==> src/rtl/parking_exit_sequencer_if.sv <==
// Exit-request channel of the parking exit sequencer: valid/ready request
// plus the one-cycle error pulse returned when the requested slot was empty.
interface parking_exit_sequencer_if;
    logic       exit_valid;
    logic [2:0] exit_slot;
    logic       exit_ready;
    logic       exit_error;

    modport master (
        output exit_valid,
        output exit_slot,
        input  exit_ready,
        input  exit_error
    );

    modport slave (
        input  exit_valid,
        input  exit_slot,
        output exit_ready,
        output exit_error
    );
endinterface

==> src/rtl/parking_exit_sequencer.sv <==
// Parking lot entry allocator and exit sequencer feeding the exit-location decoder.
// Optional feature macro: STATS_COUNTERS_EN adds saturating exit/error counters.
module parking_exit_sequencer #(
    parameter int unsigned GATE_CYCLES = 4
) (
    input  logic                            clk,
    input  logic                            rst_n,
    input  logic                            enter_req,
    output logic                            entry_ack,
    output logic [2:0]                      entry_slot,
    output logic                            entry_reject,
    parking_exit_sequencer_if.slave         exit_if,
    output logic [2:0]                      park_number,
    output logic                            park_number_valid,
    output logic                            gate_open,
    output logic [7:0]                      occupancy,
    output logic [3:0]                      free_count,
`ifdef STATS_COUNTERS_EN
    output logic [7:0]                      exit_count,
    output logic [7:0]                      error_count,
`endif
    output logic                            lot_full
);

    localparam logic [1:0] IDLE    = 2'd0;
    localparam logic [1:0] CHECK   = 2'd1;
    localparam logic [1:0] OPEN    = 2'd2;
    localparam logic [1:0] RELEASE = 2'd3;

    localparam logic [7:0] TIMER_LOAD = 8'(GATE_CYCLES - 1);

    logic [1:0] state_q, state_d;
    logic [7:0] occ_q, occ_d;
    logic [3:0] free_q, free_d;
    logic [2:0] slot_q, slot_d;
    logic [7:0] timer_q, timer_d;
    logic [2:0] park_q, park_d;
    logic       pv_q, pv_d;
    logic       err_q, err_d;
    logic       ack_q, ack_d;
    logic       rej_q, rej_d;
    logic [2:0] entrySlot_q, entrySlot_d;
    logic [2:0] freeIdx;
    logic       grant;
    logic       releasing;

    // Lowest free slot; scanning downward lets the lowest index win.
    always_comb begin
        freeIdx = 3'd0;
        for (int i = 7; i >= 0; i--) begin
            if (!occ_q[i]) freeIdx = 3'(i);
        end
    end

    assign grant     = enter_req && (occ_q != 8'hFF);
    assign releasing = (state_q == RELEASE);

    // Entry uses pre-release occupancy, so the slot being freed is never granted this edge.
    always_comb begin
        occ_d = occ_q;
        if (grant)     occ_d[freeIdx] = 1'b1;
        if (releasing) occ_d[slot_q]  = 1'b0;
        free_d      = free_q + {3'b000, releasing} - {3'b000, grant};
        ack_d       = grant;
        rej_d       = enter_req && (occ_q == 8'hFF);
        entrySlot_d = grant ? freeIdx : entrySlot_q;
    end

    always_comb begin
        state_d = state_q;
        slot_d  = slot_q;
        timer_d = timer_q;
        park_d  = park_q;
        pv_d    = pv_q;
        err_d   = 1'b0;
        case (state_q)
            IDLE: begin
                if (exit_if.exit_valid) begin
                    slot_d  = exit_if.exit_slot;
                    state_d = CHECK;
                end
            end
            CHECK: begin
                if (occ_q[slot_q]) begin
                    state_d = OPEN;
                    park_d  = slot_q;
                    pv_d    = 1'b1;
                    timer_d = TIMER_LOAD;
                end else begin
                    err_d   = 1'b1;
                    state_d = IDLE;
                end
            end
            OPEN: begin
                // Gate drops on the edge leaving OPEN so it is high exactly GATE_CYCLES cycles.
                if (timer_q == 8'd0) begin
                    state_d = RELEASE;
                    pv_d    = 1'b0;
                end else begin
                    timer_d = timer_q - 8'd1;
                end
            end
            default: state_d = IDLE;
        endcase
    end

    always_ff @(posedge clk or negedge rst_n) begin
        if (!rst_n) begin
            state_q     <= IDLE;
            occ_q       <= 8'h00;
            free_q      <= 4'd8;
            slot_q      <= 3'd0;
            timer_q     <= 8'd0;
            park_q      <= 3'd0;
            pv_q        <= 1'b0;
            err_q       <= 1'b0;
            ack_q       <= 1'b0;
            rej_q       <= 1'b0;
            entrySlot_q <= 3'd0;
        end else begin
            state_q     <= state_d;
            occ_q       <= occ_d;
            free_q      <= free_d;
            slot_q      <= slot_d;
            timer_q     <= timer_d;
            park_q      <= park_d;
            pv_q        <= pv_d;
            err_q       <= err_d;
            ack_q       <= ack_d;
            rej_q       <= rej_d;
            entrySlot_q <= entrySlot_d;
        end
    end

`ifdef STATS_COUNTERS_EN
    logic [7:0] exitCount_q;
    logic [7:0] errorCount_q;

    always_ff @(posedge clk or negedge rst_n) begin
        if (!rst_n) begin
            exitCount_q  <= 8'd0;
            errorCount_q <= 8'd0;
        end else begin
            if (releasing && exitCount_q != 8'hFF) exitCount_q  <= exitCount_q + 8'd1;
            if (err_d && errorCount_q != 8'hFF)    errorCount_q <= errorCount_q + 8'd1;
        end
    end

    assign exit_count  = exitCount_q;
    assign error_count = errorCount_q;
`endif

    assign entry_ack          = ack_q;
    assign entry_slot         = entrySlot_q;
    assign entry_reject       = rej_q;
    assign exit_if.exit_ready = (state_q == IDLE);
    assign exit_if.exit_error = err_q;
    assign park_number        = park_q;
    assign park_number_valid  = pv_q;
    assign gate_open          = pv_q;
    assign occupancy          = occ_q;
    assign free_count         = free_q;
    assign lot_full           = (free_q == 4'd0);

endmodule

==> src/flat_wrapper.sv <==
// flat-port wrapper written by rule: the top's interface ports become plain ports
module parking_exit_sequencer_flat 
#(
    parameter int unsigned GATE_CYCLES = 4
)
  (clk, rst_n, enter_req, entry_ack, entry_slot, entry_reject, park_number, park_number_valid, gate_open, occupancy, free_count, lot_full, exit_if_exit_valid, exit_if_exit_slot, exit_if_exit_ready, exit_if_exit_error);
  parking_exit_sequencer_if exit_if_i ();
  input  logic clk;
  input  logic rst_n;
  input  logic enter_req;
  output logic entry_ack;
  output logic [2:0] entry_slot;
  output logic entry_reject;
  output logic [2:0] park_number;
  output logic park_number_valid;
  output logic gate_open;
  output logic [7:0] occupancy;
  output logic [3:0] free_count;
  output logic lot_full;
  input wire logic [$bits(exit_if_i.exit_valid)-1:0] exit_if_exit_valid;
  input wire logic [$bits(exit_if_i.exit_slot)-1:0] exit_if_exit_slot;
  output wire logic [$bits(exit_if_i.exit_ready)-1:0] exit_if_exit_ready;
  output wire logic [$bits(exit_if_i.exit_error)-1:0] exit_if_exit_error;
  assign exit_if_i.exit_valid = exit_if_exit_valid;
  assign exit_if_i.exit_slot = exit_if_exit_slot;
  assign exit_if_exit_ready = exit_if_i.exit_ready;
  assign exit_if_exit_error = exit_if_i.exit_error;
  parking_exit_sequencer #(.GATE_CYCLES(GATE_CYCLES)) u_core (.clk(clk), .rst_n(rst_n), .enter_req(enter_req), .entry_ack(entry_ack), .entry_slot(entry_slot), .entry_reject(entry_reject), .exit_if(exit_if_i), .park_number(park_number), .park_number_valid(park_number_valid), .gate_open(gate_open), .occupancy(occupancy), .free_count(free_count), .lot_full(lot_full));
endmodule
==> config.mk <==
export PLATFORM = sky130hd
export DESIGN_NAME = parking_exit_sequencer_flat
export DESIGN_NICKNAME = d
export VERILOG_FILES = /design/src/rtl/parking_exit_sequencer_if.sv /design/src/rtl/parking_exit_sequencer.sv /design/src/flat_wrapper.sv
export SDC_FILE = /design/constraint.sdc
export NUM_CORES = 1
export LEC_CHECK = 0
export CAP_MARGIN = 5
export CORE_MARGIN = 3
export CORE_UTILIZATION = 45
export DETAILED_ROUTE_END_ITERATION = 8
export HOLD_SLACK_MARGIN = 0.05
export PLACE_DENSITY_LB_ADDON = 0.05
export SYNTH_ARGS = -nofsm -noshare
export SYNTH_HDL_FRONTEND = slang
export SYNTH_SLANG_ARGS = --single-unit
==> constraint.sdc <==
create_clock -name clk -period 3.2 [get_ports clk]
set_input_delay 0.48 -clock clk [delete_from_list [all_inputs] [get_ports clk]]
set_output_delay 0.48 -clock clk [all_outputs]
set_load 0.05 [all_outputs]
==> results.json <==
{
  "floorplan.initialDensity_pct": 49.23,
  "dr.pass1.iters": 4,
  "clk_pin_slew_worst_paths_ns": 0.07,
  "final_nets": 208,
  "post-place-ws_ns": 0.6024,
  "fillers": 279,
  "maxCapViolations": 0,
  "ys_ff_latch": 35,
  "vias_per_cell": 5.292,
  "rsz0062_at_grt": "no",
  "whs_path_depth": 2,
  "setup_violations": 0,
  "fin_cells": 240,
  "path_cells": "nand4_1 -> o31ai_1 -> inv_1 -> ha_1 -> inv_1 -> ha_1 -> fa_1 -> xor2_1",
  "yosysTopAreaCell": "dfrtp_1",
  "slew_headroom_pct": 60.05,
  "clock_path_buffers": 2,
  "fin_crit_ns": 2.594,
  "synth_cell_types": 38,
  "synth_warnings": 0,
  "cp_slowest_stage_delay_ns": 0.59,
  "rows": 21,
  "yosysTopAreaCellShare_pct": 49.45,
  "htreeDepth": 2,
  "cts_setup_buffers": 0,
  "synth_common_cells": "34 x dfrtp_1, 15 x a21oi_1, 13 x nor2_1",
  "die_w_um": 67.83,
  "cts-root-buf": "clkbuf_8",
  "critPathCaptureType": "flop",
  "timing.final.crit_share_pct": 81.07,
  "antenna_found_initial": 0,
  "ys_seq_area_share_pct": 50.98,
  "status": "finished, final reports clean",
  "criticalPathCategory": "reg2reg",
  "vias": 1270,
  "cts_made_buffers": 5,
  "ys.flop_type": "dfrtp_1",
  "report.final.slew_viol_count": 0,
  "hold_violations": 0,
  "grt_max_degree": 36,
  "die-area_sq_um": 4601,
  "syn_avg_cell_area_sq_um": 10.96,
  "fin_tns_setup_ns": 0,
  "drtAntennaViolNets": 0,
  "cts-resized-gates": 0,
  "crit_arrival_ns": 2.77,
  "clock_sinks": 35,
  "grt_pass1_wl_mm": 5.885,
  "die_y_um": 67.83,
  "drive_gt1_share_pct": 9.794,
  "drcViolationCount": 0,
  "netlist_area_sq_um": 1720,
  "r2r_cells": 8,
  "clk_latency_ns": 0.28,
  "cp_slowest_cell": "o31ai_1",
  "synthToLayoutAreaGrowth_pct": 25.02,
  "fin_ws_ns": 0.6057,
  "synth_most_common_cell": "dfrtp_1",
  "drtIter0Drc": 49,
  "required_ns": 3.37,
  "core_area_sq_um": 3495,
  "synthArstFlopShare_pct": 100.0,
  "track_usage_pct": 17.61,
  "timing.fmax_mhz": 385.5,
  "final.setup_skew_ns": 0.005504,
  "dp_cells": 232,
  "n_antenna_cell": 0,
  "setup.worst_path.start_class": "flop",
  "synth.net_count": 172,
  "synth_area_leaders": "dfrtp_1 49%, ha_1 5.1%, a21oi_1 4.4%",
  "hold_class": "reg2reg",
  "worstMarginPinSlew_ns": 0.5942,
  "synth-edff-count": 0,
  "grt_pass1_vias": 1274,
  "synth_cells": 157,
  "totalWireLength_mm": 3.390,
  "io_pins": 32,
  "cts_hold_buf": 0,
  "dp_hpwl_mm": 2.498,
  "critPathMaxFanout": 7,
  "gp_congestion": 0.8861,
  "overflow": 0,
  "cts_tree": "yes",
  "port-buffer-count": 31,
  "wl_per_cell_um": 14.13
}
[worst paths after layout]
kind,startpoint,slack [ns],endpoint
worst max-delay path,u_core.occupancy[5],0.61,u_core.free_count[2]
worst min-delay path,u_core.entry_slot[1],0.50,u_core.entry_slot[1]
worst max register to register,u_core.occupancy[5],0.61,u_core.free_count[2]
worst min register to register,u_core.entry_slot[1],0.50,u_core.entry_slot[1]
max in group asynchronous,rst_n,2.26,u_core.free_count[3]
min in group asynchronous,rst_n,0.60,u_core.free_count[1]
[stage by stage]
step / utilization [%] / hold slack (ns) / area, sq um
after detailed placement: 59.22 / 0.4852 / 2069
after floorplan: - / 0.1844 / 1720
after CTS: 61.55 / 0.5008 / 2151
after global routing: 61.55 / 0.5274 / 2151
final: 61.55 / 0.4971 / 2151
after global placement: 59.22 / 0.4735 / 2069
[cell usage in the layout (no fill, tap or decap), types with 2 or more instances in the layout]
cell type | synthesis | layout
nor3_1 | 2 | 2
inv_1 | 11 | 11
nand2_1 | 6 | 6
clkbuf_8 | 0 | 5
and3_1 | 3 | 3
xor2_1 | 8 | 8
a21oi_1 | 15 | 15
nand3_1 | 6 | 6
a21o_1 | 2 | 2
o31ai_1 | 2 | 2
buf_4 | 1 | 2
clkbuf_1 | 1 | 2
nand4b_1 | 2 | 2
mux2i_1 | 4 | 4
and2_1 | 2 | 2
mux2_2 | 6 | 6
nand2b_1 | 4 | 4
nor2_1 | 13 | 13
o21ai_0 | 3 | 3
nor2b_1 | 4 | 4
a31oi_1 | 4 | 4
dfrtp_1 | 34 | 34
ha_1 | 7 | 7
clkdlybuf4s50_1 | 0 | 31
[cell families (layout without fill, tap and decap cells)]
| logic type | after synthesis | after routing | synth area share [%] |
|---|---|---|---|
| buffers and inverters | 15 | 52 | 4.364 |
| xor gates and xnor gates | 8 | 8 | 4.073 |
| and+or+nand+nor | 50 | 50 | 16.44 |
| DFF | 35 | 35 | 50.98 |
| muxes | 11 | 11 | 7.563 |
| adders and majority gates | 8 | 8 | 6.254 |
| AOI/OAI and AO/OA | 30 | 30 | 10.33 |
[flip-flops by register name, indices dropped and copies added, names as in the netlist]
register / cells
u_core.entry_ack: 1
u_core.entry_reject: 1
u_core.entry_slot: 3
u_core.exit_if.exit_error: 1
u_core.free_count: 4
u_core.gate_open: 1
u_core.occupancy: 8
u_core.park_number: 3
u_core.slot_q: 3
u_core.state_q: 2
u_core.timer_q: 8
[layout make-up]
class	instances	area (sq um)	share of cell area, %
Clock buffer	7	76.32	3.549
Timing Repair Buffer	33	325.3	15.13
Multi-Input combinational cell	107	768.2	35.72
Tap cell	46	57.56	2.676
Sequential cell	35	877.1	40.78
Inverter	11	41.29	1.920
Clock inverter	1	5.005	0.2327
[metal layers]
metal	share of wire, %	global-route usage, %	up-vias
li1	-	-	612
met1	42	21.57	608
met2	49	29.04	39
met3	6.0	4.598	11
met4	2.2	8.189	0
met5	0	0	-
[critical path, delay by kind of cell, from the launching register on]
| family | cells | cell delay (ns) |
|---|---|---|
| AO/OA/AOI/OAI | 1 | 0.59 |
| AND/OR/NAND/NOR | 1 | 0.20 |
| XOR/XNOR | 1 | 0.17 |
| adder cells (fa/ha/maj) | 3 | 0.92 |
| buffers and inverters | 2 | 0.17 |
| flip-flops | 1 | 0.45 |
Power is not shown: default switching activity piles up to over one toggle a cycle in this logic, so the estimate is an artifact.
